<file path="src/rtl/gate_unit_seq.sv">
// Registered WIDTH-lane bitwise gate with a per-transaction op select and a built-in
// 4-point truth-table sweep that shares the same datapath and output register.
module gate_unit_seq #(
    parameter int WIDTH = 8
) (
    input  logic             clk,
    input  logic             rst,
    input  logic             in_valid,
    output logic             in_ready,
    input  logic [WIDTH-1:0] in_a,
    input  logic [WIDTH-1:0] in_b,
    input  logic [2:0]       in_op,
    output logic             out_valid,
    input  logic             out_ready,
    output logic [WIDTH-1:0] out_y,
    output logic [2:0]       out_op,
    output logic             out_sweep,
    input  logic             sweep_start,
    input  logic [2:0]       sweep_op,
    output logic             sweep_busy,
    output logic             sweep_done,
    output logic [3:0]       sweep_tt,
    output logic [1:0]       dbg_state
);
    // Handshake: a beat moves when valid && ready on the same rising edge; a producer
    // holds valid and its payload steady until that happens.

    typedef enum logic [1:0] {
        IDLE  = 2'd0,
        SWEEP = 2'd1,
        DONE  = 2'd2
    } state_e;

    function automatic logic [WIDTH-1:0] gate_f(input logic [2:0] op,
                                                input logic [WIDTH-1:0] a,
                                                input logic [WIDTH-1:0] b);
        case (op)
            3'd0:    return a & b;
            3'd1:    return a | b;
            3'd2:    return ~(a & b);
            3'd3:    return ~(a | b);
            3'd4:    return a ^ b;
            3'd5:    return ~(a ^ b);
            3'd6:    return ~a;
            default: return a;
        endcase
    endfunction

    state_e           state_q, state_d;
    logic [1:0]       step_q, step_d;
    logic [2:0]       sw_op_q, sw_op_d;
    logic [3:0]       tt_q, tt_d;
    logic             out_valid_q, out_valid_d;
    logic [WIDTH-1:0] out_y_q, out_y_d;
    logic [2:0]       out_op_q, out_op_d;
    logic             out_sweep_q, out_sweep_d;
    logic             done_q, done_d;
    logic             load_ok;
    logic [WIDTH-1:0] sweep_y;

    assign load_ok = !out_valid_q || out_ready;
    // Sweep stimulus: step[1] drives every lane of a, step[0] every lane of b.
    assign sweep_y = gate_f(sw_op_q, {WIDTH{step_q[1]}}, {WIDTH{step_q[0]}});

    always_comb begin
        state_d     = state_q;
        step_d      = step_q;
        sw_op_d     = sw_op_q;
        tt_d        = tt_q;
        out_valid_d = out_valid_q;
        out_y_d     = out_y_q;
        out_op_d    = out_op_q;
        out_sweep_d = out_sweep_q;
        done_d      = 1'b0;
        in_ready    = 1'b0;
        if (out_valid_q && out_ready) begin
            out_valid_d = 1'b0;
        end
        case (state_q)
            IDLE: begin
                if (sweep_start) begin
                    state_d = SWEEP;
                    sw_op_d = sweep_op;
                    step_d  = 2'd0;
                    tt_d    = 4'd0;
                end else begin
                    in_ready = load_ok;
                    if (in_valid && load_ok) begin
                        out_valid_d = 1'b1;
                        out_y_d     = gate_f(in_op, in_a, in_b);
                        out_op_d    = in_op;
                        out_sweep_d = 1'b0;
                    end
                end
            end
            SWEEP: begin
                if (load_ok) begin
                    out_valid_d  = 1'b1;
                    out_y_d      = sweep_y;
                    out_op_d     = sw_op_q;
                    out_sweep_d  = 1'b1;
                    tt_d[step_q] = sweep_y[0];
                    step_d       = step_q + 2'd1;
                    if (step_q == 2'd3) begin
                        state_d = DONE;
                    end
                end
            end
            DONE: begin
                if (out_valid_q && out_ready) begin
                    done_d  = 1'b1;
                    state_d = IDLE;
                end
            end
            default: state_d = IDLE;
        endcase
    end

    always_ff @(posedge clk) begin
        if (rst) begin
            state_q     <= IDLE;
            step_q      <= 2'd0;
            sw_op_q     <= 3'd0;
            tt_q        <= 4'd0;
            out_valid_q <= 1'b0;
            out_y_q     <= '0;
            out_op_q    <= 3'd0;
            out_sweep_q <= 1'b0;
            done_q      <= 1'b0;
        end else begin
            state_q     <= state_d;
            step_q      <= step_d;
            sw_op_q     <= sw_op_d;
            tt_q        <= tt_d;
            out_valid_q <= out_valid_d;
            out_y_q     <= out_y_d;
            out_op_q    <= out_op_d;
            out_sweep_q <= out_sweep_d;
            done_q      <= done_d;
        end
    end

    assign out_valid  = out_valid_q;
    assign out_y      = out_y_q;
    assign out_op     = out_op_q;
    assign out_sweep  = out_sweep_q;
    assign sweep_busy = (state_q != IDLE);
    assign sweep_done = done_q;
    assign sweep_tt   = tt_q;
    assign dbg_state  = state_q;

endmodule

</file>
<file path="config.mk">
export PLATFORM = sky130hd
export DESIGN_NAME = gate_unit_seq
export DESIGN_NICKNAME = d
export VERILOG_FILES = /design/src/rtl/gate_unit_seq.sv
export SDC_FILE = /design/constraint.sdc
export NUM_CORES = 1
export LEC_CHECK = 0
export CAP_MARGIN = 20
export CORE_ASPECT_RATIO = 1.75
export CORE_MARGIN = 4
export CORE_UTILIZATION = 35
export CTS_CLUSTER_SIZE = 20
export DETAILED_ROUTE_END_ITERATION = 10
export GPL_TIMING_DRIVEN = 0
export PLACE_DENSITY = 0.66
export RECOVER_POWER = 25
export SLEW_MARGIN = 20
export SYNTH_ARGS = -nofsm -noshare
export SYNTH_HDL_FRONTEND = slang
export SYNTH_SLANG_ARGS = --single-unit
</file>
<file path="constraint.sdc">
create_clock -name clk -period 5 [get_ports clk]
set_input_delay 1 -clock clk [delete_from_list [all_inputs] [get_ports clk]]
set_output_delay 1 -clock clk [all_outputs]
set_load 0.1 [all_outputs]
</file>
==> results of run 1 <==
==> sequential cells by signal, summed over array words and instances (netlist names) <==
name and flops:
out_y 8, sweep_tt 4, out_op 3, sw_op_q 3, dbg_state 2, step_q 2, out_sweep 1, out_valid 1
sweep_done 1
==> power breakdown <==
group | switching (mW) | total, mW | internal, mW
clock network | 0.0717 | 0.128 | 0.0560
logic | 0.181 | 0.269 | 0.0879
registers | 0.0110 | 0.225 | 0.214
total | 0.263 | 0.621 | 0.358
==> stage by stage <==
| step | cell area, sq um | hold slack, ns |
|---|---|---|
| finish | 2520 | 0.503 |
| global route | 2520 | 0.543 |
| CTS | 2540 | 0.509 |
| detailed placement | 2490 | 0.492 |
| global placement | 2490 | 0.489 |
| floorplan | 1930 | 0.472 |
==> final cells by class <==
type / count / area (sq um) / share of cell area [%]
timing repair buffer: 47 / 470 / 18.7
multi-input combinational: 179 / 1250 / 49.8
buffer: 15 / 68.8 / 2.73
clock buffer: 3 / 41.3 / 1.64
tap: 74 / 92.6 / 3.68
inverter: 23 / 86.3 / 3.43
clock inverter: 1 / 5.00 / 0.199
sequential: 25 / 500 / 19.9
==> metal layers <==
metal	up-vias	global-route usage [%]	part of all wire (%)
met5	-	0	0
met4	0	8.32	2.5
met3	11	0.846	3.1
met2	49	28.2	54
met1	890	16.2	41
li1	954	-	-
==> worst max-delay path, stage by stage <==
cell,delay (ns)
dlygate4sd3_1,0.55
nor2b_1,0.05
clkbuf_1,0.22
nor3_1,0.18
clkdlybuf4s50_1,1.16
==> cells in the mapped netlist (7+ instances only) <==
| cell | n |
|---|---|
| dfxtp_1 | 25 |
| inv_1 | 23 |
| ha_1 | 20 |
| nor2_1 | 19 |
| a21oi_1 | 18 |
| nand2_1 | 16 |
| o21ai_0 | 13 |
| xnor2_1 | 13 |
| mux2i_1 | 8 |
| a211oi_1 | 7 |
| clkbuf_1 | 7 |
| o221ai_1 | 7 |
==> cells by family (layout without fill, tap and decap cells) <==
logic type	count (synthesis)	count (layout)	share of synthesized area, %
compound gates	71	71	24.9
xor+xnor	13	13	5.91
fa+ha+maj	20	20	13.0
buf+inv	38	89	8.51
flops	25	25	26.0
mux	8	8	4.16
simple gates	67	67	17.6
==> final timing paths <==
| check | start | end | slack, ns |
|---|---|---|---|
| worst max-delay path | out_ready | in_ready | 0.84 |
| worst max register to register | step_q[0] | out_y[5] | 2.69 |
| worst min register to register | out_valid | sweep_done | 0.50 |
| worst min-delay path | out_valid | sweep_done | 0.50 |
==> impl_metrics.yaml, run 1 <==
global_routing:
  grt_pass1_vias: 1844
  grtUsageTotal_pct: 15.0
  grt_first_pass_wirelength_microns: 8290
  gr-total-overflow: 0
  antenna_found_initial: 0
  grt_max_degree: 15
yosys:
  yosysWarnings: 0
  synth_top_area_share_pct: 26.0
  syn_area_per_cell_sq_um: 7.96
  ys.flop_type: "dfxtp_1"
  ys_ff_latch: 25
  syn_area_sq_um: 1930
  synth.largest_area_cell: "dfxtp_1"
  synth_area_leaders: "dfxtp_1 (26%), ha_1 (13%), xnor2_1 (5.9%)"
  synth.yosys.seq_area_share_pct: 26.0
  ys_async_sr_fraction_pct: 0
  postSynthCellCount: 242
  synth_edf_count: 0
  syn_nets: 289
  ys_types: 41
run_status:
  status: "complete, no violations"
route:
  routed_via_density: 5.19
  wl_per_cell_microns: 13.8
  drc: 0
  vias: 1904
  dr.first_iter.drc_count: 52
  antenna_left: 0
  drtPass1Iterations: 4
  totalWireLength_microns: 5060
die:
  initial_utilization_pct: 36.4
  coreArea_sq_um: 5300
  rows: 35
  die-area_sq_um: 6800
  fp.dieH_microns: 106
  die_w_microns: 64.1
  io_pins: 49
worst_setup_path:
  cp-start-kind: "input pin"
  crit_arrival_ns: 3.16
  r2r_cells: 7
  end_kind: "output port"
  worstPathMaxFanout: 10
  required_ns: 4.00
  worstSetupPathType: "input pin to output port"
clocking:
  path_clk_slew_ns: 0.10
  hold_buffers: 0
  cts_buffer_depth: 2
  cts-root-buf: "clkbuf_8"
  postCtsSetupBuffers: 0
  cts_tree: "built"
  cts-resized-gates: 0
  h-tree-depth: 1
  cts.sink_count: 25
  clock_latency_ns: 0.28
  cts_buffers: 3
sta:
  max_freq_mhz: 240
  fin_tns_setup_ns: 0
  fin_crit_ns: 4.16
  layout_setup_ws_ns: 0.840
  slew_violations: 0
  max_slew_margin_pct: 34.4
  fin_skew_ns: 0.00634
  setup_viol: 0
  fin_crit_sh_pct: 83.2
  tightest_slew_ns: 0.980
  finalHoldViolations: 0
  rsz0062_at_grt: "no"
cells_and_area:
  stdcell_count: 367
  final_util_pct: 47.5
  drive_gt1_share_pct: 3.75
  final_nets: 341
  layout_commonest_cell: "clkdlybuf4s50_1"
  antenna_cells: 0
  area_delta_synth_final_pct: 30.7
  final_cell_mix: "clkdlybuf4s50_1 (44), dfxtp_1 (25), inv_1 (23)"
  fill_cells: 535
power_and_ir_drop:
  power_leakage_nw: 1.03
  p_per_area_nw_per_um2: 247
  total_power_mw: 0.621
  ir_worst_vdd_v: 0.000144
flow_run:
  cap_violations: 0
place:
  pre_cts_ws_ns: 0.988
  portBuffers: 47
  dp.cells: 363
  place.gp.congestion: 0.793
  dp_hpwl_microns: 3990
worst_hold_path:
  hold_class: "flop to flop"
  min_path_cells: 2
(Power assumes the default switching activity.)
==> inputs of run 2 (changes only) <==
Clock period 5 ns to 3.9 ns, I/O delays scaled along.
==> run 2 against run 1 <==
Net effect:
- largest cell class unchanged
- final cell count did not move
- utilization rose by 0.17 points
- critical endpoint unchanged
- global-route usage is 0.22 points lower
- count of clock-buffer cells in the layout did not move
- highest routed layer unchanged
- largest power group unchanged
- critical path depth stayed put
- cell area rose by 0.35%
- hold slack better by 0.0014 ns
==> impl_metrics.yaml, run 2 (synthesis gave the netlist of run 1 again) <==
run_status:
  status: "complete, no violations"
sta:
  max_freq_mhz: 279
  setup_viol: 0
  finalHoldViolations: 0
  slew_violations: 0
  rsz0062_at_grt: "no"
  fin_crit_ns: 3.58
  fin_crit_sh_pct: 91.9
  fin_tns_setup_ns: 0
  tightest_slew_ns: 0.992
  max_slew_margin_pct: 33.7
  fin_skew_ns: 0.00110
worst_setup_path:
  worstSetupPathType: "input pin to output port"
  cp-start-kind: "input pin"
  critPathMaxStageDelay_ns: 1.14
  reg2reg_from: "step_q[0]"
  reg2reg_to: "out_y[5]"
  end_kind: "output port"
  path_cells: "dlygate4sd3_1, nor2b_1, buf_2, nor3_2, clkdlybuf4s50_1"
  worstPathMaxFanout: 10
  crit_family: "buffers and inverters"
  required_ns: 3.12
  path_buf_inv: 3
  r2r_cells: 7
  cp_slowest_cell: "clkdlybuf4s50_1"
  crit_arrival_ns: 2.80
  r2r_setup_slack_ns: 1.71
route:
  antenna_left: 0
  drtPass1Iterations: 4
  drc: 0
  totalWireLength_microns: 4920
  routed_via_density: 5.09
  vias: 1869
  dr.first_iter.drc_count: 74
  wl_per_cell_microns: 13.4
power_and_ir_drop:
  ir_worst_vdd_v: 0.000119
  p_per_area_nw_per_um2: 314
  total_power_mw: 0.793
  power_leakage_nw: 1.03
cells_and_area:
  register_area_sq_um: 500
  stdcell_count: 367
  fill_cells: 561
  area_delta_synth_final_pct: 31.2
  largest_register_ffs: 8
  drive_gt1_share_pct: 4.44
  multi_input_area_sq_um: 1260
  layout_commonest_cell: "clkdlybuf4s50_1"
  antenna_cells: 0
  final_cell_mix: "clkdlybuf4s50_1 (45), dfxtp_1 (25), inv_1 (23)"
  final_nets: 341
place:
  place.gp.congestion: 0.850
  portBuffers: 47
  dp_hpwl_microns: 3890
  dp.cells: 363
worst_hold_path:
  min_path_cells: 2
  min-delay-start: "out_valid"
  hold_class: "flop to flop"
  hold_end: "sweep_done"
clocking:
  path_clk_slew_ns: 0.09
  h-tree-depth: 1
  cts_tree: "built"
  cts_buffers: 3
  cts_buffer_depth: 2
  cts-resized-gates: 0
  cts-root-buf: "clkbuf_8"
  hold_buffers: 0
  cts.sink_count: 25
  clock_latency_ns: 0.27
  postCtsSetupBuffers: 0
global_routing:
  gr-total-overflow: 0
  grt_max_degree: 16
  grt_pass1_vias: 1848
  grt_first_pass_wirelength_microns: 8100
  antenna_found_initial: 0
  grtUsageTotal_pct: 14.8
die:
  die_w_microns: 64.1
  io_pins: 49
  initial_utilization_pct: 36.4
  fp.dieH_microns: 106
  rows: 35
  die-area_sq_um: 6800
  coreArea_sq_um: 5300
flow_run:
  cap_violations: 0
==> run 2: cell count changes in the layout (fill, tap and decap cells not counted), sizes merged <==
cell | previous run | this run
dlygate4sd3 | 3 | 2
clkbuf | 12 | 11
clkinvlp | 0 | 1
clkinv | 1 | 0
clkdlybuf4s50 | 44 | 45
buf | 6 | 7
==> run 2: how the worst max path moves through the flow <==
stage                             from       end  slack, ns  cells after the start
after floorplan           dbg_state[1]  in_ready       0.40                      3
after global placement       out_ready  in_ready       0.37                      5
after detailed placement     out_ready  in_ready       0.36                      5
after CTS                    out_ready  in_ready       0.36                      5
after global routing         out_ready  in_ready       0.23                      5
final                        out_ready  in_ready       0.32                      5
==> run 2: power by group <==
group / total, mW / internal, mW / switching [mW]
clock: 0.161 / 0.0726 / 0.0888
combinational: 0.344 / 0.113 / 0.231
sequential: 0.288 / 0.274 / 0.0142
==> run 2: metal layers <==
metal	track usage [%]	wire length (microns)	share of wire [%]
met1	14.9	1920	39
met2	28.5	2730	55
met3	1.69	166	3.4
met4	8.02	100	2.0
met5	0	0	0
==> run 2: tightest hold or removal path, cell delays in order (launching register included) <==
cell and delay (ns):
dfxtp_1 0.33, nand2_1 0.08, nor4b_1 0.05
==> run 2: cell type report <==
class	count	area share (%)
multi-input cells	179	49.8
clock inverters	1	0.297
inverters	23	3.42
clock buffers	3	1.63
flip-flops and latches	25	19.8
repair buffers	47	18.6
well taps	74	3.66
plain buffers	15	2.77
==> run 2: metrics by stage <==
step / hold WS [ns] / instance area (sq um) / worst slack [ns] / utilization (%)
floorplan: 0.472 / 1930 / 0.401 / -
global placement: 0.488 / 2490 / 0.373 / 47.1
detailed placement: 0.492 / 2490 / 0.364 / 47.1
CTS: 0.513 / 2540 / 0.364 / 48.0
global route: 0.541 / 2530 / 0.229 / 47.7
finish: 0.504 / 2530 / 0.318 / 47.7
==> inputs of run 3 (changes only) <==
Settings changed: PLACE_DENSITY 0.66 to 0.69, SKIP_LAST_GASP from default to 1.
Clock period 3.9 ns to 3 ns, I/O delays scaled along.
==> run 3 against run 2 <==
Net effect:
- count of clock-buffer cells in the layout unchanged
- routed wire length decreased by 3.1%
- clock power increased by 29%
- utilization increased by 0.19 points
- non-clock buffer count unchanged
- setup slack got worse by 0.18 ns
- power increased by 30%
- cell area increased by 0.40%
- sequential power increased by 30%
- combinational power increased by 30%
- via count increased by 1.7%
- critical path type unchanged
- critical endpoint unchanged
==> impl_metrics.yaml, run 3 (synthesis gave the netlist of run 1 again) <==
worst_setup_path:
  worstPathMaxFanout: 10
  setup.worst_path.end: "in_ready"
  r2r_setup_slack_ns: 0.77
  reg2reg_to: "out_y[5]"
  path_depth: 5
  path_cells: "clkdlybuf4s50_1, nor2b_1, buf_2, nor3_4, clkdlybuf4s15_1"
  cp_slowest_cell: "clkdlybuf4s15_1"
  cp-start-kind: "input pin"
  r2r_cells: 7
  path_buf_inv: 3
  required_ns: 2.40
  crit_arrival_ns: 2.26
  critical_path.startpoint: "out_ready"
  end_kind: "output port"
  reg2reg_from: "step_q[0]"
  critPathMaxStageDelay_ns: 0.83
  crit_family: "buffers and inverters"
  worstSetupPathType: "input pin to output port"
power_and_ir_drop:
  p_seq_share_pct: 36.5
  switchingPower_mw: 0.432
  p_sw_share_pct: 41.9
  power_frac_comb_pct: 43.4
  ir_worst_vdd_v: 0.000173
  internal_power_mw: 0.598
  pwr-share-clk_pct: 20.1
  power_leakage_nw: 1.04
  p_per_area_nw_per_um2: 406
sta:
  fin_skew_ns: 0.00306
  finalHoldViolations: 0
  layout_setup_ws_ns: 0.136
  setup_viol: 0
  fin_tns_setup_ns: 0
  hold_ws_ns: 0.501
  max_freq_mhz: 349
  fin_crit_sh_pct: 95.5
  max_slew_margin_pct: 34.9
  tightest_slew_ns: 0.974
  rsz0062_at_grt: "no"
  slew_violations: 0
  fin_crit_ns: 2.86
route:
  drc: 0
  vias: 1900
  drtPass1Iterations: 4
  dr.first_iter.drc_count: 63
  antenna_left: 0
  wl_per_cell_microns: 13.0
  routed_via_density: 5.18
  totalWireLength_microns: 4770
clocking:
  postCtsSetupBuffers: 0
  clock_latency_ns: 0.27
  cts-root-buf: "clkbuf_8"
  path_clk_slew_ns: 0.09
  cts_buffer_depth: 2
  cts_buffers: 3
  h-tree-depth: 1
  cts.sink_count: 25
  cts_tree: "built"
die:
  coreArea_sq_um: 5300
  die-area_sq_um: 6800
  fp.dieH_microns: 106
  rows: 35
  io_pins: 49
  die_w_microns: 64.1
  initial_utilization_pct: 36.4
place:
  pre_cts_ws_ns: -0.189
  portBuffers: 47
  dp_hpwl_microns: 3820
  dp.cells: 363
  place.gp.congestion: 0.852
cells_and_area:
  drive_gt1_share_pct: 4.78
  area_delta_synth_final_pct: 31.7
  final_nets: 341
  stdcell_count: 367
  antenna_cells: 0
  largest_register_ffs: 8
  layout_commonest_cell: "clkdlybuf4s50_1"
  final_cell_mix: "clkdlybuf4s50_1 (45), dfxtp_1 (25), inv_1 (23)"
worst_hold_path:
  hold_class: "flop to flop"
global_routing:
  grt_pass1_vias: 1867
  grt_max_degree: 16
  antenna_found_initial: 0
  grtUsageTotal_pct: 14.5
  grt_first_pass_wirelength_microns: 8160
  gr-total-overflow: 0
run_status:
  status: "complete, no violations"
flow_run:
  cap_violations: 0
## run 3: timing repair
item / 4_1_cts / 5_1_grt
endpoints found under the setup margin: 1 / 1
endpoints found under the hold margin: 0 / 0
hold buffers: 0 / 0
resized for setup: 1 / 1
## run 3: per-stage QoR
| step | util (%) | instance area (sq um) | total power, mW |
|---|---|---|---|
| 2_1_floorplan | - | 1940 | 0.707 |
| 3_3_place_gp | 47.2 | 2500 | 0.828 |
| 3_5_place_dp | 47.2 | 2500 | 0.834 |
| 4_1_cts | 48.1 | 2550 | 1.04 |
| 5_1_grt | 47.9 | 2540 | 1.08 |
| 6_report | 47.9 | 2540 | 1.03 |
## run 3: power groups by stage
stage / Combinational [mW] / Clock (mW) / Sequential [mW]
after floorplan: 0.181 / 0 / 0.526
after global placement: 0.445 / 0 / 0.383
after detailed placement: 0.451 / 0 / 0.384
after CTS: 0.451 / 0.214 / 0.376
after global routing: 0.481 / 0.221 / 0.379
final: 0.447 / 0.207 / 0.375
## run 3: metal layers
metal | GRT usage (%) | vias to the layer above | part of all wire, %
met3 | 0.740 | 9 | 4.1
met5 | 0 | - | 0
met4 | 5.75 | 0 | 2.1
li1 | - | 951 | -
met1 | 15.2 | 884 | 39
met2 | 29.0 | 56 | 55
## run 3: worst min path at each step
stage          slack [ns]          to  cells past startpoint      start
2_1_floorplan        0.47   step_q[1]                      2  step_q[1]
3_3_place_gp         0.49  sweep_done                      2  out_valid
3_5_place_dp         0.49  sweep_done                      2  out_valid
4_1_cts              0.51  sweep_done                      2  out_valid
5_1_grt              0.54   step_q[1]                      2  step_q[1]
6_report             0.50  sweep_done                      2  out_valid
## run 3: final cells by class
cell class              count  area [sq um]
fillers                   538          2760
multi-input cells         179          1270
flip-flops and latches     25           500
repair buffers             47           470
well taps                  74          92.6
inverters                  23          86.3
plain buffers              15          70.1
clock buffers               3          41.3
clock inverters             1          7.51
## run 3: tightest hold or removal path: cells and delay by family (launching register included)
kind | cells | cell delay [ns]
flops | 1 | 0.33
simple gates | 2 | 0.13
